===== config.mk =====
export PLATFORM = sky130hd
export DESIGN_NAME = uart_byte_receiver_flat
export DESIGN_NICKNAME = d
export VERILOG_FILES = /design/src/rtl/uart_byte_receiver_pkg.sv /design/src/rtl/uart_byte_receiver_if.sv /design/src/rtl/uart_byte_receiver_sync_2ff.sv /design/src/rtl/uart_byte_receiver.sv /design/src/flat_wrapper.sv
export SDC_FILE = /design/constraint.sdc
export NUM_CORES = 1
export LEC_CHECK = 0
export ABC_AREA = 1
export BUFFER_PORTS_ARGS = -buffer_cell sky130_fd_sc_hd__buf_2
export CAP_MARGIN = 40
export CORE_UTILIZATION = 50
export CTS_BUF_LIST = sky130_fd_sc_hd__clkbuf_8
export DETAILED_ROUTE_END_ITERATION = 6
export PLACE_DENSITY = 0.75
export SETUP_SLACK_MARGIN = 0.1
export SLEW_MARGIN = 20
export SYNTH_ARGS = -nofsm -noshare
export SYNTH_HDL_FRONTEND = slang
export SYNTH_HIERARCHICAL = 1
export SYNTH_SLANG_ARGS = --single-unit

===== constraint.sdc =====
create_clock -name clock -period 1.45 [get_ports clock]
set_clock_uncertainty 0.1 [all_clocks]
set_input_delay 0.3625 -clock clock [delete_from_list [all_inputs] [get_ports clock]]
set_output_delay 0.3625 -clock clock [all_outputs]
set_load 0.01 [all_outputs]

===== src/rtl/uart_byte_receiver_pkg.sv =====
// Shared UART definitions: receiver FSM encoding, frame geometry and default bit timing.
// Intended for reuse by the companion transmitter.
package uart_byte_receiver_pkg;

  localparam int unsigned UART_DATA_BITS            = 8;
  localparam int unsigned UART_CLKS_PER_BIT_DEFAULT = 868;

  typedef enum logic [2:0] {
    IDLE  = 3'd0,
    START = 3'd1,
    DATA  = 3'd2,
    STOP  = 3'd3,
    BREAK = 3'd4
  } uart_rx_state_e;

endpackage


===== src/rtl/uart_byte_receiver_if.sv =====
// One-entry valid/ready byte port between the UART receiver and its consumer.
interface uart_byte_receiver_if;
  import uart_byte_receiver_pkg::*;

  logic [UART_DATA_BITS-1:0] data;
  logic                      valid;
  logic                      ready;

  modport master (output data, output valid, input ready);
  modport slave  (input data, input valid, output ready);

endinterface


===== src/rtl/uart_byte_receiver_sync_2ff.sv =====
// Generic two-flop synchronizer with a configurable reset value.
module sync_2ff #(
  parameter int unsigned      WIDTH       = 1,
  parameter logic [WIDTH-1:0] RESET_VALUE = '0
) (
  input  logic             clock,
  input  logic             reset,
  input  logic [WIDTH-1:0] d,
  output logic [WIDTH-1:0] q
);

  logic [WIDTH-1:0] meta_q;
  logic [WIDTH-1:0] sync_q;

  always_ff @(posedge clock) begin
    if (reset) begin
      meta_q <= RESET_VALUE;
      sync_q <= RESET_VALUE;
    end else begin
      meta_q <= d;
      sync_q <= meta_q;
    end
  end

  assign q = sync_q;

endmodule


===== src/rtl/uart_byte_receiver.sv =====
// 8N1 UART receiver: mid-bit sampling FSM feeding a one-entry valid/ready holding register,
// with single-cycle framing-error and overrun pulses.
module uart_byte_receiver
  import uart_byte_receiver_pkg::*;
#(
  parameter int unsigned CLKS_PER_BIT = UART_CLKS_PER_BIT_DEFAULT
) (
  input  logic                        clock,
  input  logic                        reset,
  input  logic                        rx,
  uart_byte_receiver_if.master        out_port,
  output logic                        frame_error,
  output logic                        overrun
);

  localparam int unsigned      CNT_W    = $clog2(CLKS_PER_BIT);
  localparam logic [CNT_W-1:0] CNT_LAST = CNT_W'(CLKS_PER_BIT - 1);
  localparam logic [CNT_W-1:0] CNT_MID  = CNT_W'(CLKS_PER_BIT / 2 - 1);
  localparam logic [2:0]       BIT_LAST = 3'(UART_DATA_BITS - 1);

  logic rx_s;

  sync_2ff #(
    .WIDTH       (1),
    .RESET_VALUE (1'b1)
  ) u_rx_sync (
    .clock (clock),
    .reset (reset),
    .d     (rx),
    .q     (rx_s)
  );

  uart_rx_state_e            state_q, state_d;
  logic [CNT_W-1:0]          count_q, count_d;
  logic [2:0]                bit_idx_q, bit_idx_d;
  logic [UART_DATA_BITS-1:0] shift_q, shift_d;
  logic [UART_DATA_BITS-1:0] data_q, data_d;
  logic                      valid_q, valid_d;
  logic                      frame_error_q, frame_error_d;
  logic                      overrun_q, overrun_d;
  logic                      stop_ok;
  logic [CNT_W-1:0]          count_next;

  always_comb begin
    state_d       = state_q;
    count_d       = count_q;
    bit_idx_d     = bit_idx_q;
    shift_d       = shift_q;
    data_d        = data_q;
    valid_d       = valid_q;
    frame_error_d = 1'b0;
    overrun_d     = 1'b0;
    stop_ok       = 1'b0;
    count_next    = (count_q == CNT_LAST) ? '0 : count_q + CNT_W'(1);

    case (state_q)
      IDLE: begin
        count_d   = '0;
        bit_idx_d = '0;
        if (!rx_s) state_d = START;
      end
      START: begin
        count_d = count_next;
        if (count_q == CNT_MID) begin
          count_d   = '0;
          bit_idx_d = '0;
          state_d   = rx_s ? IDLE : DATA;
        end
      end
      DATA: begin
        count_d = count_next;
        if (count_q == CNT_LAST) begin
          shift_d   = {rx_s, shift_q[UART_DATA_BITS-1:1]};
          bit_idx_d = bit_idx_q + 3'd1;
          if (bit_idx_q == BIT_LAST) state_d = STOP;
        end
      end
      STOP: begin
        count_d = count_next;
        if (count_q == CNT_LAST) begin
          if (rx_s) begin
            stop_ok = 1'b1;
            state_d = IDLE;
          end else begin
            frame_error_d = 1'b1;
            state_d       = BREAK;
          end
        end
      end
      BREAK: begin
        count_d = '0;
        if (rx_s) state_d = IDLE;
      end
      default: state_d = IDLE;
    endcase

    // A same-cycle load takes precedence over the consumer's pop.
    if (valid_q && out_port.ready) valid_d = 1'b0;
    if (stop_ok) begin
      if (!valid_q || out_port.ready) begin
        data_d  = shift_q;
        valid_d = 1'b1;
      end else begin
        overrun_d = 1'b1;
      end
    end
  end

  always_ff @(posedge clock) begin
    if (reset) begin
      state_q       <= IDLE;
      count_q       <= '0;
      bit_idx_q     <= '0;
      shift_q       <= '0;
      data_q        <= '0;
      valid_q       <= 1'b0;
      frame_error_q <= 1'b0;
      overrun_q     <= 1'b0;
    end else begin
      state_q       <= state_d;
      count_q       <= count_d;
      bit_idx_q     <= bit_idx_d;
      shift_q       <= shift_d;
      data_q        <= data_d;
      valid_q       <= valid_d;
      frame_error_q <= frame_error_d;
      overrun_q     <= overrun_d;
    end
  end

  assign out_port.data  = data_q;
  assign out_port.valid = valid_q;
  assign frame_error    = frame_error_q;
  assign overrun        = overrun_q;

endmodule


===== src/flat_wrapper.sv =====
// flat-port wrapper written by rule: the top's interface ports become plain ports
module uart_byte_receiver_flat import uart_byte_receiver_pkg::*;
#(
  parameter int unsigned CLKS_PER_BIT = UART_CLKS_PER_BIT_DEFAULT
)
  (clock, reset, rx, frame_error, overrun, out_port_data, out_port_valid, out_port_ready);
  uart_byte_receiver_if out_port_i ();
  input  logic clock;
  input  logic reset;
  input  logic rx;
  output logic frame_error;
  output logic overrun;
  output wire logic [$bits(out_port_i.data)-1:0] out_port_data;
  output wire logic [$bits(out_port_i.valid)-1:0] out_port_valid;
  input wire logic [$bits(out_port_i.ready)-1:0] out_port_ready;
  assign out_port_data = out_port_i.data;
  assign out_port_valid = out_port_i.valid;
  assign out_port_i.ready = out_port_ready;
  uart_byte_receiver #(.CLKS_PER_BIT(CLKS_PER_BIT)) u_core (.clock(clock), .reset(reset), .rx(rx), .out_port(out_port_i), .frame_error(frame_error), .overrun(overrun));
endmodule

==> results of run 1 <==
## metal layers
| layer | track usage | up-vias | part of all wire |
|---|---|---|---|
| met5 | 0 | - | 0 |
| met4 | 0.102 | 0 | 0.035 |
| met3 | 0.0496 | 23 | 0.078 |
| met2 | 0.401 | 99 | 0.48 |
| met1 | 0.308 | 902 | 0.41 |
| li1 | - | 909 | - |
## final cells by class
class | count | area (um2)
multi-input cells | 182 | 1150
fillers | 237 | 905
flip-flops and latches | 37 | 754
repair buffers | 45 | 327
inverters | 34 | 133
clock buffers | 5 | 68.8
well taps | 46 | 57.6
clock inverters | 3 | 22.5
## worst register-to-register path: cells and delay by family, from the launching register on
family / cells / cell delay (ps)
simple gates: 5 / 470
flops: 1 / 380
buf+inv: 2 / 300
fa+ha+maj: 1 / 160
compound gates: 1 / 90
## stage by stage
stage | TNS (ps) | power (mW) | hold slack (ps)
finish | -2990 | 3.28 | 132
global route | -5280 | 3.42 | 136
CTS | -715 | 2.94 | 132
detailed placement | -840 | 2.03 | 301
global placement | -572 | 2.03 | 294
floorplan | 0 | 1.81 | 287
## registers in the layout, indices dropped and copies added, names as in the netlist
| name | flops |
|---|---|
| u_core/state_q | 3 |
| u_core/out_port.data | 8 |
| u_core/frame_error | 1 |
| u_core/out_port.valid | 1 |
| u_core/bit_idx_q | 3 |
| u_core/u_rx_sync/meta_q | 1 |
| u_core/count_q | 10 |
| u_core/overrun | 1 |
| u_core/u_rx_sync/q | 1 |
| u_core/shift_q | 8 |
## cells in the final DEF, fill, tap and decap left out, drive strengths merged, types with 4 or more instances in the layout
| master | netlist | layout |
|---|---|---|
| buf | 3 | 45 |
| nor3 | 6 | 6 |
| nor2 | 48 | 48 |
| a21oi | 22 | 22 |
| nand3 | 17 | 17 |
| ha | 4 | 4 |
| nand2 | 58 | 59 |
| o21ai | 22 | 22 |
| inv | 34 | 34 |
| dfxtp | 37 | 37 |
| clkbuf | 1 | 5 |
## power by group
part | internal [mW] | switching [mW] | leakage [nW]
Sequential | 1.10 | 0.0795 | 0.304
Combinational | 0.512 | 0.844 | 0.803
Clock | 0.337 | 0.412 | 0.0364
## timing repair
| action | in CTS | in global routing |
|---|---|---|
| resized for setup | 27 | 31 |
| cloned | 1 | 0 |
| pin swaps | 11 | 17 |
| buffers inserted | 6 | 4 |
| hold buffers | 0 | 0 |
| endpoints found under the setup margin | 34 | 35 |
## logic make-up after synthesis
group | synth area share
flip-flops | 0.408
AND/OR/NAND/NOR | 0.354
buffers and inverters | 0.0840
adder cells (fa/ha/maj) | 0.0275
AO/OA/AOI/OAI | 0.127
## final timing paths
kind / to / start / cells past startpoint
setup / recovery: u_core/count_q[1] / u_core/count_q[1] / 9
hold / removal: u_core/u_rx_sync/meta_q / rx / 3
setup reg to reg: u_core/count_q[1] / u_core/count_q[1] / 9
hold reg to reg: u_core/u_rx_sync/q / u_core/u_rx_sync/meta_q / 2
==> metrics.yaml, run 1 <==
run_status:
  status: "complete, but fails checks"
  violations: "setup timing"
worst_hold_path:
  hp-class: "input port to register"
worst_setup_path:
  endpoint_kind: "register"
  critPathMaxFanout: 4
  crit_buf_inv: 2
  cp.arrival_ps: 1690
  critPathTopFamily: "simple AND/OR/NAND/NOR gates"
  slowest_stage: "dfxtp_4"
  worstSetupStartpointType: "register"
  crit_required_ps: 1530
  path_class: "register to register"
  critPathMaxStageDelay_ps: 380
  path_cells: "ha_4 > nand2_2 > nor2_2 > nand3_2 > inv_2 > nor2_1 > buf_4 > nand3b_1 > a21oi_1"
  ff2ff_setup_slack_ps: -160
route:
  antenna_left: 0
  drc: 0
  dr.pass1.iters: 6
  vias: 1933
  via_per_inst: 5.49
  drt_wl_total_mm: 5.57
  wl_per_cell_um: 15.8
  initialDrtViolationCount: 135
power_and_ir_drop:
  p_leak_nw: 1.14
  p_per_area_nw_per_um2: 1310
  ir_worst_vdd_uv: 832
floorplan:
  core_area_um2: 3420
  rows: 21
  die_w_um: 62.3
  die_h_um: 62.3
  start_util: 0.532
  die-area_um2: 3880
  io_pins: 15
final_layout:
  final_area_um2: 2510
  drive_above_1_share: 0.402
  fin_util: 0.735
  antenna_cells: 0
  final_cells: 352
  nets: 313
  syn_to_final_growth_pct: 38.2
timing:
  relSlewSlack: 0.782
  timing.fmax_ghz: 0.619
  worstMarginPinSlew_ps: 325
  setup_slack_ps: -164
  drv_slew: 0
  rsz0062_at_grt: "yes"
  setup_violations: 33
  fin_crit_sh: 1.11
  hold_viol: 0
  layout_min_cycle_time_ps: 1610
logic_synthesis:
  synth_edf_count: 0
  ys_ff_latch: 37
  yosysWarnings: 6
  yosys.area.top_type: "dfxtp_1"
  post-synth-top-count-cell: "nand2_1"
  ys_top_cells_by_area: "dfxtp_1 41%, nand2_1 11%, nor2_1 8.5%"
  synth_ff_type: "dfxtp_1"
  synth_top_area_share: 0.408
  synthArstFlopShare: 0
  syn-num-nets: 264
  synth.avg_cell_area_um2: 7.10
  syn-cell-area_um2: 1820
  syn_inst: 256
  yosysSeqAreaShare: 0.408
  synthTopCellsByCount: "54 x nand2_1, 41 x nor2_1, 37 x dfxtp_1, 27 x inv_1, 21 x a21oi_1"
  ys_types: 27
global_routing:
  track_usage: 0.243
  grt_overflow: 0
  grt_antenna_before_repair: 0
  grt_max_degree: 30
  grt_pass1_wl_mm: 7.37
  grt_pass1_vias: 1623
clocking:
  clock-root-buffer: "clkbuf_8"
  clock_latency_ps: 300
  cts_buffers: 5
  clk_pin_slew_ps: 70
  htreeDepth: 2
  cts.sinks: 37
  clk_path_buf_depth: 2
  cts_tree: "built"
place:
  port-buffer-count: 14
  post-place-ws_ps: -86.7
  routabilityCongestion: 0.899
  hpwl_mm: 2.83
  dp.cells: 333
  placement.cell_area_um2: 2120
run:
  maxCapViolations: 0
No activity file was read; power rests on OpenSTA's default activity.
==> inputs of run 2 (changes only) <==
- PLACE_DENSITY: 0.75 -> 0.73
- clock period: 1.45 -> 1.62 ns (I/O delays scaled with it)
==> run 2 against run 1 <==
  * Clock power is 30% higher
  * Sequential share of layout area is 0.16 points higher
  * Wire length is 12% lower
  * Critical path type unchanged
  * First-iteration DRC count is 3.0% higher
  * Sequential cell count stayed put
  * Core utilization is 0.26 points lower
  * The run now ends clean
  * Sequential power is 11% lower
  * Power is 4.5% lower
  * Clock-buffer cell count stayed put
==> metrics.yaml, run 2 (synthesized netlist as in run 1, its figures left out) <==
worst_setup_path:
  crit_required_ps: 1730
  critPathMaxFanout: 4
  cp.arrival_ps: 1730
  worstSetupStartpointType: "register"
  endpoint_kind: "register"
  slowest_stage: "dfxtp_2"
  critPathTopFamily: "simple AND/OR/NAND/NOR gates"
  critPathMaxStageDelay_ps: 360
  crit_buf_inv: 2
  path_class: "register to register"
  cp_common_cell: "nand2_4"
  path_cells: "ha_4 > nand2_4 > nor2_4 > nand3_4 > buf_6 > nand2_4 > nand2_4 > inv_2 > nand3_1 > nand2_1 > nor2_1"
final_layout:
  syn_to_final_growth_pct: 37.7
  final_cells: 344
  most-common-layout-cells: "44 x nand2_1, 33 x nor2_1, 29 x dfxtp_1"
  antenna_cells: 0
  largest_register_ffs: 10
  drive_above_1_share: 0.393
  nets: 305
  fillers: 254
  top_register: "u_core/count_q"
  final_common_cell: "nand2_1"
run_status:
  status: "complete, no violations"
clocking:
  clk_pin_slew_ps: 80
  clk_path_buf_depth: 2
  cts_buffers: 5
  htreeDepth: 2
  clock-root-buffer: "clkbuf_8"
  cts.sinks: 37
  cts_tree: "built"
  clock_latency_ps: 300
global_routing:
  grt_max_degree: 30
  grt_overflow: 0
  grt_antenna_before_repair: 0
  grt_pass1_vias: 1621
  grt_pass1_wl_mm: 7.36
  track_usage: 0.241
route:
  dr.pass1.iters: 4
  drc: 0
  antenna_left: 0
  top_layer: "met4"
  wl_met3_um: 319
  vias: 1846
  initialDrtViolationCount: 139
  via_per_inst: 5.37
  met1_length_mm: 1.98
  drt_wl_total_mm: 4.92
  wl_per_cell_um: 14.3
  met2_length_mm: 2.46
timing:
  relSlewSlack: 0.725
  rsz0062_at_grt: "yes"
  fin_crit_sh: 0.999
  setup_violations: 0
  timing.fmax_ghz: 0.618
  hold_viol: 0
  worstMarginPinSlew_ps: 409
  layout_min_cycle_time_ps: 1620
  hold_ws_ps: 173
  drv_slew: 0
floorplan:
  die_w_um: 62.3
  core_area_um2: 3420
  die-area_um2: 3880
  io_pins: 15
  rows: 21
  die_h_um: 62.3
  start_util: 0.532
place:
  routabilityCongestion: 0.932
  dp.cells: 320
  hpwl_mm: 2.81
  port-buffer-count: 14
power_and_ir_drop:
  p_leak_nw: 1.12
  total_power_mw: 3.13
  ir_worst_vdd_uv: 1010
  p_per_area_nw_per_um2: 1250
worst_hold_path:
  hp-class: "input port to register"
run:
  maxCapViolations: 0
==> run 2: layout make-up <==
type,instances,area (um2),area share
sequential,37,756,0.302
tap,46,57.6,0.0230
multi-input combinational,181,1140,0.454
inverter,34,133,0.0530
clock inverter,3,68.8,0.0275
clock buffer,5,68.8,0.0275
timing repair buffer,38,282,0.112
==> run 2: worst paths after layout <==
kind / start / endpoint / slack [ps] / depth (start not counted)
worst min-delay path: rx / u_core/u_rx_sync/meta_q / 170 / 3
worst max register to register: u_core/count_q[1] / u_core/state_q[2] / 2 / 11
worst min register to register: u_core/u_rx_sync/meta_q / u_core/u_rx_sync/q / 310 / 2
worst max-delay path: u_core/count_q[1] / u_core/state_q[2] / 2 / 11
==> run 2: metal layers <==
metal / track usage / vias to the layer above
met4: 0.0959 / 0
met5: 0 / -
li1: - / 897
met1: 0.305 / 858
met3: 0.0570 / 16
met2: 0.393 / 75
==> run 2: through the flow <==
| step | utilization | setup TNS, ps | setup slack (ps) | cell area [um2] |
|---|---|---|---|---|
| 2_1_floorplan | - | 0 | 133 | 1820 |
| 3_3_place_gp | 0.583 | 0 | 40.1 | 1990 |
| 3_5_place_dp | 0.583 | 0 | 23.2 | 1990 |
| 4_1_cts | 0.661 | 0 | 62.0 | 2260 |
| 5_1_grt | 0.733 | -209 | -51.3 | 2500 |
| 6_report | 0.733 | 0 | 1.62 | 2500 |
==> run 2: report_power, final <==
group,leakage [nW],switching [mW],internal (mW)
logic,0.750,0.677,0.428
registers,0.304,0.0729,0.980
clock network,0.0687,0.355,0.620
total,1.12,1.10,2.03
==> run 2: what timing repair did <==
action	CTS	global route
pin swaps	9	32
endpoints found under the hold margin	0	0
hold buffers	0	0
gates resized for setup	22	55
setup endpoints to repair	20	33
setup buffers	5	11
==> run 2: worst register-to-register path, delay by kind of cell (launching register included) <==
kind / cells / cell delay [ps]
adder cells (fa/ha/maj): 1 / 160
AND/OR/NAND/NOR: 8 / 660
buffers and inverters: 2 / 240
flip-flops: 1 / 360
